**src/rtl/uart_pkg.sv**
```systemverilog
// Shared UART definitions: data width, idle line level, transmitter
// state encoding and the parity helper. The PARITY state and the parity
// helper exist only when UART_TX_PARITY_EN is defined.
package uart_pkg;

  localparam int DataWidth = 8;
  localparam logic IdleLevel = 1'b1;

`ifdef UART_TX_PARITY_EN
  typedef enum logic [2:0] {
    IDLE,
    START,
    DATA,
    PARITY,
    STOP
  } tx_state_e;

  // Even parity: the parity bit makes the total count of ones even.
  function automatic logic even_parity(input logic [DataWidth-1:0] data);
    return ^data;
  endfunction
`else
  typedef enum logic [2:0] {
    IDLE,
    START,
    DATA,
    STOP
  } tx_state_e;
`endif

endpackage

```
**src/rtl/uart_fifo.sv**
```systemverilog
// Single-clock synchronous FIFO with push/pop and an occupancy count.
// Pointers wrap naturally because Depth is a power of two; full and empty
// come from the count so there is no pointer-equality ambiguity.
module uart_fifo #(
  parameter int Depth = 16,
  parameter int Width = 8
) (
  input  logic                    clk,
  input  logic                    reset,
  input  logic                    push,
  input  logic                    pop,
  input  logic [Width-1:0]        din,
  output logic [Width-1:0]        dout,
  output logic [$clog2(Depth):0]  count,
  output logic                    full,
  output logic                    empty
);

  localparam int PtrW = $clog2(Depth);

  logic [Width-1:0] mem_q [Depth];
  logic [PtrW-1:0]  wr_ptr_q, wr_ptr_d;
  logic [PtrW-1:0]  rd_ptr_q, rd_ptr_d;
  logic [PtrW:0]    count_q, count_d;
  logic             do_push;
  logic             do_pop;

  assign full    = (count_q == (PtrW+1)'(Depth));
  assign empty   = (count_q == '0);
  assign do_push = push && !full;
  assign do_pop  = pop && !empty;
  assign dout    = mem_q[rd_ptr_q];
  assign count   = count_q;

  // Advance pointers on accepted operations; a push and pop together keep the count.
  always_comb begin
    wr_ptr_d = wr_ptr_q;
    rd_ptr_d = rd_ptr_q;
    count_d  = count_q;
    if (do_push) begin
      wr_ptr_d = wr_ptr_q + PtrW'(1);
    end
    if (do_pop) begin
      rd_ptr_d = rd_ptr_q + PtrW'(1);
    end
    if (do_push && !do_pop) begin
      count_d = count_q + (PtrW+1)'(1);
    end else if (!do_push && do_pop) begin
      count_d = count_q - (PtrW+1)'(1);
    end
  end

  // Pointer and occupancy registers.
  always_ff @(posedge clk) begin
    if (reset) begin
      wr_ptr_q <= '0;
      rd_ptr_q <= '0;
      count_q  <= '0;
    end else begin
      wr_ptr_q <= wr_ptr_d;
      rd_ptr_q <= rd_ptr_d;
      count_q  <= count_d;
    end
  end

  // Storage array; contents need no reset since count gates every read.
  always_ff @(posedge clk) begin
    if (do_push) begin
      mem_q[wr_ptr_q] <= din;
    end
  end

endmodule

```
**src/rtl/uart_tx_fifo.sv**
```systemverilog
// UART transmitter fed by a byte FIFO. Frames are start, 8 data bits
// LSB-first, optional even parity (define UART_TX_PARITY_EN), then
// StopBits stop bits. Line changes happen only on bit_clk edges, and a
// queued byte follows the last stop bit with no idle gap.
module uart_tx_fifo
  import uart_pkg::*;
#(
  parameter int Depth    = 16,
  parameter int StopBits = 1
) (
  input  logic                    clk,
  input  logic                    reset,
  input  logic                    bit_clk,
  input  logic [DataWidth-1:0]    din,
  input  logic                    wr,
  output logic                    full,
  output logic [$clog2(Depth):0]  count,
  output logic                    ovf,
  output logic                    txd,
  output logic                    busy
);

  localparam int IdxW = $clog2(DataWidth);

  tx_state_e            state_q, state_d;
  logic [DataWidth-1:0] data_q, data_d;
  logic [IdxW-1:0]      bit_idx_q, bit_idx_d;
  logic                 stop_cnt_q, stop_cnt_d;
  logic                 txd_q, txd_d;
  logic                 ovf_q, ovf_d;
  logic                 pop;
  logic [DataWidth-1:0] fifo_dout;
  logic                 fifo_full;
  logic                 fifo_empty;

  uart_fifo #(
    .Depth (Depth),
    .Width (DataWidth)
  ) u_fifo (
    .clk   (clk),
    .reset (reset),
    .push  (wr),
    .pop   (pop),
    .din   (din),
    .dout  (fifo_dout),
    .count (count),
    .full  (fifo_full),
    .empty (fifo_empty)
  );

  assign full = fifo_full;
  assign ovf  = ovf_q;
  assign txd  = txd_q;
  assign busy = (state_q != IDLE) || !fifo_empty;

  // Frame sequencing: every transition and line change is gated by bit_clk.
  always_comb begin
    state_d    = state_q;
    data_d     = data_q;
    bit_idx_d  = bit_idx_q;
    stop_cnt_d = stop_cnt_q;
    txd_d      = txd_q;
    pop        = 1'b0;
    ovf_d      = wr && fifo_full;
    if (bit_clk) begin
      case (state_q)
        IDLE: begin
          if (!fifo_empty) begin
            pop     = 1'b1;
            data_d  = fifo_dout;
            txd_d   = 1'b0;
            state_d = START;
          end
        end
        START: begin
          txd_d     = data_q[0];
          bit_idx_d = '0;
          state_d   = DATA;
        end
        DATA: begin
          if (bit_idx_q == IdxW'(DataWidth - 1)) begin
`ifdef UART_TX_PARITY_EN
            txd_d   = even_parity(data_q);
            state_d = PARITY;
`else
            txd_d      = IdleLevel;
            stop_cnt_d = 1'b0;
            state_d    = STOP;
`endif
          end else begin
            bit_idx_d = bit_idx_q + IdxW'(1);
            txd_d     = data_q[bit_idx_d];
          end
        end
`ifdef UART_TX_PARITY_EN
        PARITY: begin
          txd_d      = IdleLevel;
          stop_cnt_d = 1'b0;
          state_d    = STOP;
        end
`endif
        STOP: begin
          if (stop_cnt_q == 1'(StopBits - 1)) begin
            if (!fifo_empty) begin
              pop     = 1'b1;
              data_d  = fifo_dout;
              txd_d   = 1'b0;
              state_d = START;
            end else begin
              txd_d   = IdleLevel;
              state_d = IDLE;
            end
          end else begin
            stop_cnt_d = stop_cnt_q + 1'b1;
          end
        end
        default: begin
          txd_d   = IdleLevel;
          state_d = IDLE;
        end
      endcase
    end
  end

  // State registers; reset truncates any frame and returns the line to idle.
  always_ff @(posedge clk) begin
    if (reset) begin
      state_q    <= IDLE;
      data_q     <= '0;
      bit_idx_q  <= '0;
      stop_cnt_q <= 1'b0;
      txd_q      <= IdleLevel;
      ovf_q      <= 1'b0;
    end else begin
      state_q    <= state_d;
      data_q     <= data_d;
      bit_idx_q  <= bit_idx_d;
      stop_cnt_q <= stop_cnt_d;
      txd_q      <= txd_d;
      ovf_q      <= ovf_d;
    end
  end

endmodule

```
**config.mk**
```make
export PLATFORM = sky130hd
export DESIGN_NAME = uart_tx_fifo
export DESIGN_NICKNAME = d
export VERILOG_FILES = /design/src/rtl/uart_pkg.sv /design/src/rtl/uart_fifo.sv /design/src/rtl/uart_tx_fifo.sv
export SDC_FILE = /design/constraint.sdc
export NUM_CORES = 1
export LEC_CHECK = 0
export BUFFER_PORTS_ARGS = -buffer_cell sky130_fd_sc_hd__buf_2
export CORE_ASPECT_RATIO = 0.6
export CORE_MARGIN = 3
export CORE_UTILIZATION = 60
export CTS_BUF_LIST = sky130_fd_sc_hd__clkbuf_8
export CTS_CLUSTER_DIAMETER = 100
export DETAILED_ROUTE_END_ITERATION = 7
export PLACE_DENSITY = 0.84
export SYNTH_ARGS = -nofsm -noshare
export SYNTH_HDL_FRONTEND = slang
export SYNTH_HIERARCHICAL = 1
export SYNTH_SLANG_ARGS = --single-unit
```
**constraint.sdc**
```tcl
create_clock -name clk -period 6.05 [get_ports clk]
set_input_delay 1.21 -clock clk [delete_from_list [all_inputs] [get_ports clk]]
set_output_delay 1.21 -clock clk [all_outputs]
set_load 0.03 [all_outputs]
```
==> results of run 1 <==
==> cell usage after synthesis (2+ instances only) <==
master	n	area share
a211oi_1	2	0.0023
a21oi_1	3	0.0023
a22o_1	2	0.0027
a22oi_1	19	0.022
and3_1	2	0.0019
buf_1	3	0.0017
buf_2	6	0.0046
clkbuf_1	10	0.0058
dfxtp_1	32	0.099
edfxtp_1	128	0.59
ha_1	15	0.029
inv_1	8	0.0046
mux2_2	2	0.0035
mux2i_1	12	0.019
mux4_2	34	0.12
nand2_1	15	0.0087
nand2b_1	2	0.0019
nand3_1	2	0.0015
nor2_1	46	0.027
nor2b_1	3	0.0029
nor3_1	4	0.0031
o211ai_1	3	0.0035
o21a_1	2	0.0023
or4_1	2	0.0023
xnor2_1	2	0.0027
xor2_1	6	0.0081
==> how the worst max path moves through the flow <==
stage	endpoint	slack, ns	cells after the start
6_report	u_fifo/count[4]	2.39	13
5_1_grt	u_fifo/count[4]	2.18	13
4_1_cts	u_fifo/count[4]	2.43	13
3_5_place_dp	u_fifo/count[4]	2.35	12
3_3_place_gp	u_fifo/count[4]	2.50	12
2_1_floorplan	u_fifo/count[4]	2.69	11
==> metal layers <==
metal	global-route usage	routed length (um)
met5	0	0
met2	0.319	5680
met4	0.0624	116
met3	0.0573	988
met1	0.332	5560
==> stage by stage <==
stage / total power, mW / hold slack [ns]
after global placement: 2.09 / 0.474
after floorplan: 1.94 / 0.455
after CTS: 2.87 / 0.522
final: 2.85 / 0.518
after detailed placement: 2.13 / 0.505
after global routing: 3.00 / 0.555
==> registers in the layout, summed over array words and instances (netlist names), named ones only <==
signal and cells:
u_fifo/count 5, u_fifo/wr_ptr_q 4, txd 1, u_fifo/rd_ptr_q 4, bit_idx_q 3, data_q 8
u_fifo/mem_q 128, ovf 1, state_q 2
==> critical path, delay by kind of cell (launching register included) <==
kind	cells	cell delay, ns
buffers and inverters	2	0.31
muxes	1	0.36
and+or+nand+nor	3	1.18
DFF	1	0.37
adders and majority gates	2	0.55
AOI/OAI and AO/OA	5	0.77
==> layout make-up <==
class,instances,area share
sequential,160,0.632
inverter,8,0.00423
tap,135,0.0238
clock buffer,22,0.0427
clock inverter,10,0.0118
multi-input combinational,196,0.264
timing repair buffer,27,0.0215
==> power by group <==
part           switching, mW  internal (mW)  total [mW]
clock                  0.363          0.378       0.741
combinational          0.441          0.341       0.782
sequential            0.0598           1.27        1.33
total                  0.864           1.99        2.85
==> logic make-up after synthesis <==
| logic type | count (synthesis) | share of synthesized area |
|---|---|---|
| simple gates | 81 | 0.0547 |
| mux | 49 | 0.143 |
| xor+xnor | 8 | 0.0108 |
| compound gates | 42 | 0.0487 |
| buf+inv | 28 | 0.0186 |
| flops | 160 | 0.693 |
| fa+ha+maj | 16 | 0.0321 |
==> results by group, run 1 <==
Outcome
  • Status: completed

Place
  • Worst slack, placed: 2.35 ns
  • Number of buffer cells added on primary ports: 20
  • DP Area: 6710 um^2
  • Gpl congestion: 0.767
  • DPL Wire Length: 8290 um
  • Placed cell count: 526

Clock tree
  • Clock Tree Buf Depth: 2
  • CTS H-tree lvls: 4
  • CTS Root Cell: clkbuf_8
  • Post-CTS setup buffer count: 0
  • Clock transition at path regs: 0.08 ns
  • Cts hold-fix bufs: 0
  • CTS buffer count: 17
  • Post-CTS sizing: 0
  • CTS Sinks: 160
  • Clock latency on the worst-skew pair: 0.43 ns
  • CTS tree: built

Yosys
  • YS warnings: 6
  • Number of distinct library cells after synthesis: 45
  • Sequential-to-total area share from yosys stat: 0.693
  • Seq cells post-synth: 160
  • Ys async rst share: 0
  • Post-synth EDFFs: 128
  • Post-synthesis cell count: 384
  • Avg Cell Area, Syn: 16.9 um^2
  • Syn_nets: 412
  • Mapped Area: 6470 um^2
  • Most used DFF post-synth: edfxtp_1

Pwr
  • Lkg Pwr: 2.43 nW
  • VDD IR-drop max: 0.276 mV
  • Power Dens Cells: 402 nW/um^2

Cells and area
  • Final nets: 438
  • Fraction of layout cells with a size suffix above 1: 0.234
  • Area grow syn2layout: 9.57%
  • Commonest non-fill, non-tap cells in the layout: edfxtp_1, nor2_1, mux4_2
  • Multi-input logic area: 1870 um^2
  • Antenna cell count: 0
  • FF/Latch Area: 4490 um^2
  • Number of fill cells: 640
  • Most common cell after layout, fill and taps aside: edfxtp_1
  • Fin area: 7090 um^2
  • Finished Layout Cells: 558
  • Final core occ: 0.696

Job
  • Max Cap Viol: 0

Routing
  • Final WL: 12300 um
  • DRC: 0
  • Vias post-DR: 3514
  • Vias per cell: 6.30
  • Iter 0 DRT Violations: 330
  • DRT antenna net count: 0
  • Routed len/inst: 22.1 um
  • Drt pass-1 iters: 5

Worst hold path
  • Hold path start: data_q[4]
  • Hold WC Path Type: register to register
  • Worst hold path cell count: 2
  • Worst Hold Path EP: data_q[4]

Timing
  • Final hold violations: 0
  • Slew margin rel.: 0.320
  • Final Slew Violations: 0
  • Worst setup margin: 2.39 ns
  • Setup TNS: 0 ns
  • Clock Skews: 0.00897 ns
  • Worst slew pin tran: 1.02 ns
  • FMAX: 273 MHz
  • Final Cycle Share: 0.605
  • RSZ-0062 raised after global routing: false
  • # setup viols final: 0
  • Fin crit period: 3.66 ns

Critical path
  • Reg2Reg Setup Slack: 2.39 ns
  • Slowest-stage cell, CP: or4_1
  • Most used cell, CP: ha_1
  • CP Class: register to register
  • Crit path capture type: register
  • Slowest Stage Delay on Critical Path: 0.72 ns
  • Req. time, crit path: 6.37 ns
  • FF-to-FF End: u_fifo/count[4]
  • Critical path origin: u_fifo/count[0]
  • Critical Path Start Type: register
  • Worst endpoint data arrival time: 3.98 ns
  • Reg-to-Reg Start: u_fifo/count[0]
  • FF-to-FF path depth: 13
  • Worst-path cell chain: or4_1, nor2_1, nor3b_1, buf_4, o21a_1, o21ai_2, ha_1, inv_1, ha_1, a21oi_1, a211oi_1, a31oi_1, mux2_2
  • Crit-path max FO: 9

Global routing
  • Largest net degree at the start of global routing: 33
  • Number of global-route vias before repair: 3397
  • First-pass GRT wire length: 19300 um
  • Initial antenna violation count: 0
  • Overall routing resource usage: 0.219
  • Total global routing overflow: 0

Floorplanning
  • Die Wd: 140 um
  • Die area: 12100 um^2
  • Initial core utilization: 0.635
  • Chip height: 86.5 um
  • Site row count: 28
  • Core ar.: 10200 um^2
  • Top-level I/O count: 21
(Power assumes the default switching activity.)
==> inputs of run 2 (changes only) <==
CORE_UTILIZATION = 58   (was 60)
PLACE_DENSITY = 0.85   (was 0.84)
clock period = 3.3 ns   (was 6.05 ns; I/O delays follow)
==> results by group, run 2 (synthesis results as in run 1) <==
Routing
  • Final WL: 12200 um
  • Routed len/inst: 21.5 um
  • Vias post-DR: 3499
  • DRT antenna net count: 0
  • DRC: 0
  • Iter 0 DRT Violations: 279
  • Vias per cell: 6.17
  • Drt pass-1 iters: 5

Place
  • Worst slack, placed: 0.143 ns
  • DP Area: 6770 um^2
  • DPL Wire Length: 8090 um
  • Gpl congestion: 0.794
  • Number of buffer cells added on primary ports: 20

Pwr
  • VDD IR-drop max: 0.404 mV
  • Power Total: 5.29 mW
  • Power Dens Cells: 740 nW/um^2
  • Lkg Pwr: 2.46 nW

Cells and area
  • Antenna cell count: 0
  • Area grow syn2layout: 10.4%
  • Commonest non-fill, non-tap cells in the layout: edfxtp_1, nor2_1, mux4_2
  • Most common cell after layout, fill and taps aside: edfxtp_1
  • Most flops, register: u_fifo/mem_q
  • Fin area: 7150 um^2
  • Final nets: 443
  • Fraction of layout cells with a size suffix above 1: 0.241
  • Max reg flops: 128
  • Number of fill cells: 721

Floorplanning
  • Initial core utilization: 0.603
  • Top-level I/O count: 21
  • Die Wd: 142 um
  • Site row count: 29
  • Core ar.: 10700 um^2
  • Die area: 12500 um^2
  • Chip height: 87.8 um

Timing
  • Final Slew Violations: 0
  • Fin crit period: 3.14 ns
  • RSZ-0062 raised after global routing: false
  • Slew margin rel.: 0.367
  • # setup viols final: 0
  • FMAX: 318 MHz
  • Worst setup margin: 0.159 ns
  • Setup TNS: 0 ns
  • Clock Skews: 0.0137 ns
  • Final Cycle Share: 0.952
  • Final hold violations: 0
  • Worst slew pin tran: 0.946 ns
  • Hold slack: 0.487 ns

Global routing
  • Initial antenna violation count: 0
  • Number of global-route vias before repair: 3456
  • Overall routing resource usage: 0.209
  • First-pass GRT wire length: 19100 um
  • Largest net degree at the start of global routing: 33
  • Total global routing overflow: 0

Outcome
  • Status: completed

Clock tree
  • Post-CTS sizing: 0
  • CTS buffer count: 17
  • CTS Root Cell: clkbuf_8
  • CTS Sinks: 160
  • CTS tree: built
  • Clock Tree Buf Depth: 2
  • Cts hold-fix bufs: 0
  • CTS H-tree lvls: 4
  • Clock transition at path regs: 0.09 ns
  • Post-CTS setup buffer count: 0
  • Clock latency on the worst-skew pair: 0.43 ns

Job
  • Max Cap Viol: 0

Critical path
  • Critical Path Start Type: register
  • Worst endpoint data arrival time: 3.47 ns
  • Crit path capture type: register
  • CP Class: register to register
  • Reg2Reg Setup Slack: 0.16 ns
  • Req. time, crit path: 3.63 ns
  • Crit-path max FO: 5

Worst hold path
  • Hold WC Path Type: input port to register
-- run 2: cell type report --
class	instances	area [um^2]	area share
Clock buffer	18	248	0.0347
Timing Repair Buffer	32	203	0.0284
Inverter	8	30.0	0.00420
Sequential cell	160	4490	0.628
Tap cell	139	174	0.0243
Clock inverter	14	125	0.0175
Multi-Input combinational cell	196	1880	0.263
-- run 2: critical path, cell delays in order (launching register included) --
cell and delay [ns]:
dfxtp_1 0.37, or4_1 0.60, nor2_4 0.17, nor3b_1 0.08
o21a_1 0.15, o21ai_2 0.12, ha_1 0.21, inv_1 0.11
fa_1 0.43, nand3_1 0.14, a211oi_1 0.09, a31oi_1 0.20
mux2_2 0.35
-- run 2: where the power goes --
group          leakage, nW  internal, mW  switching (mW)
clock                0.212         0.679           0.674
combinational        0.830         0.670           0.776
sequential            1.42          2.33           0.164
total                 2.46          3.67            1.61
-- run 2: worst paths after layout --
path	depth (start not counted)	from	end
max	12	u_fifo/count[1]	u_fifo/count[4]
max reg2reg	12	u_fifo/count[1]	u_fifo/count[4]
min reg2reg	2	data_q[7]	data_q[7]
min	3	wr	ovf
-- run 2: through the flow --
step           std cells  utilization
5_1_grt              567        0.665
3_5_place_dp         535        0.630
3_3_place_gp         535        0.630
6_report             567        0.665
4_1_cts              567        0.665
2_1_floorplan        384            -
-- run 2: layer usage --
layer  vias to the layer above  part of all wire  GRT usage
li1                       1557                 -          -
met1                      1797              0.45      0.308
met2                       131              0.45      0.311
met3                        14             0.082     0.0600
met4                         0             0.011     0.0630
met5                         -                 0          0
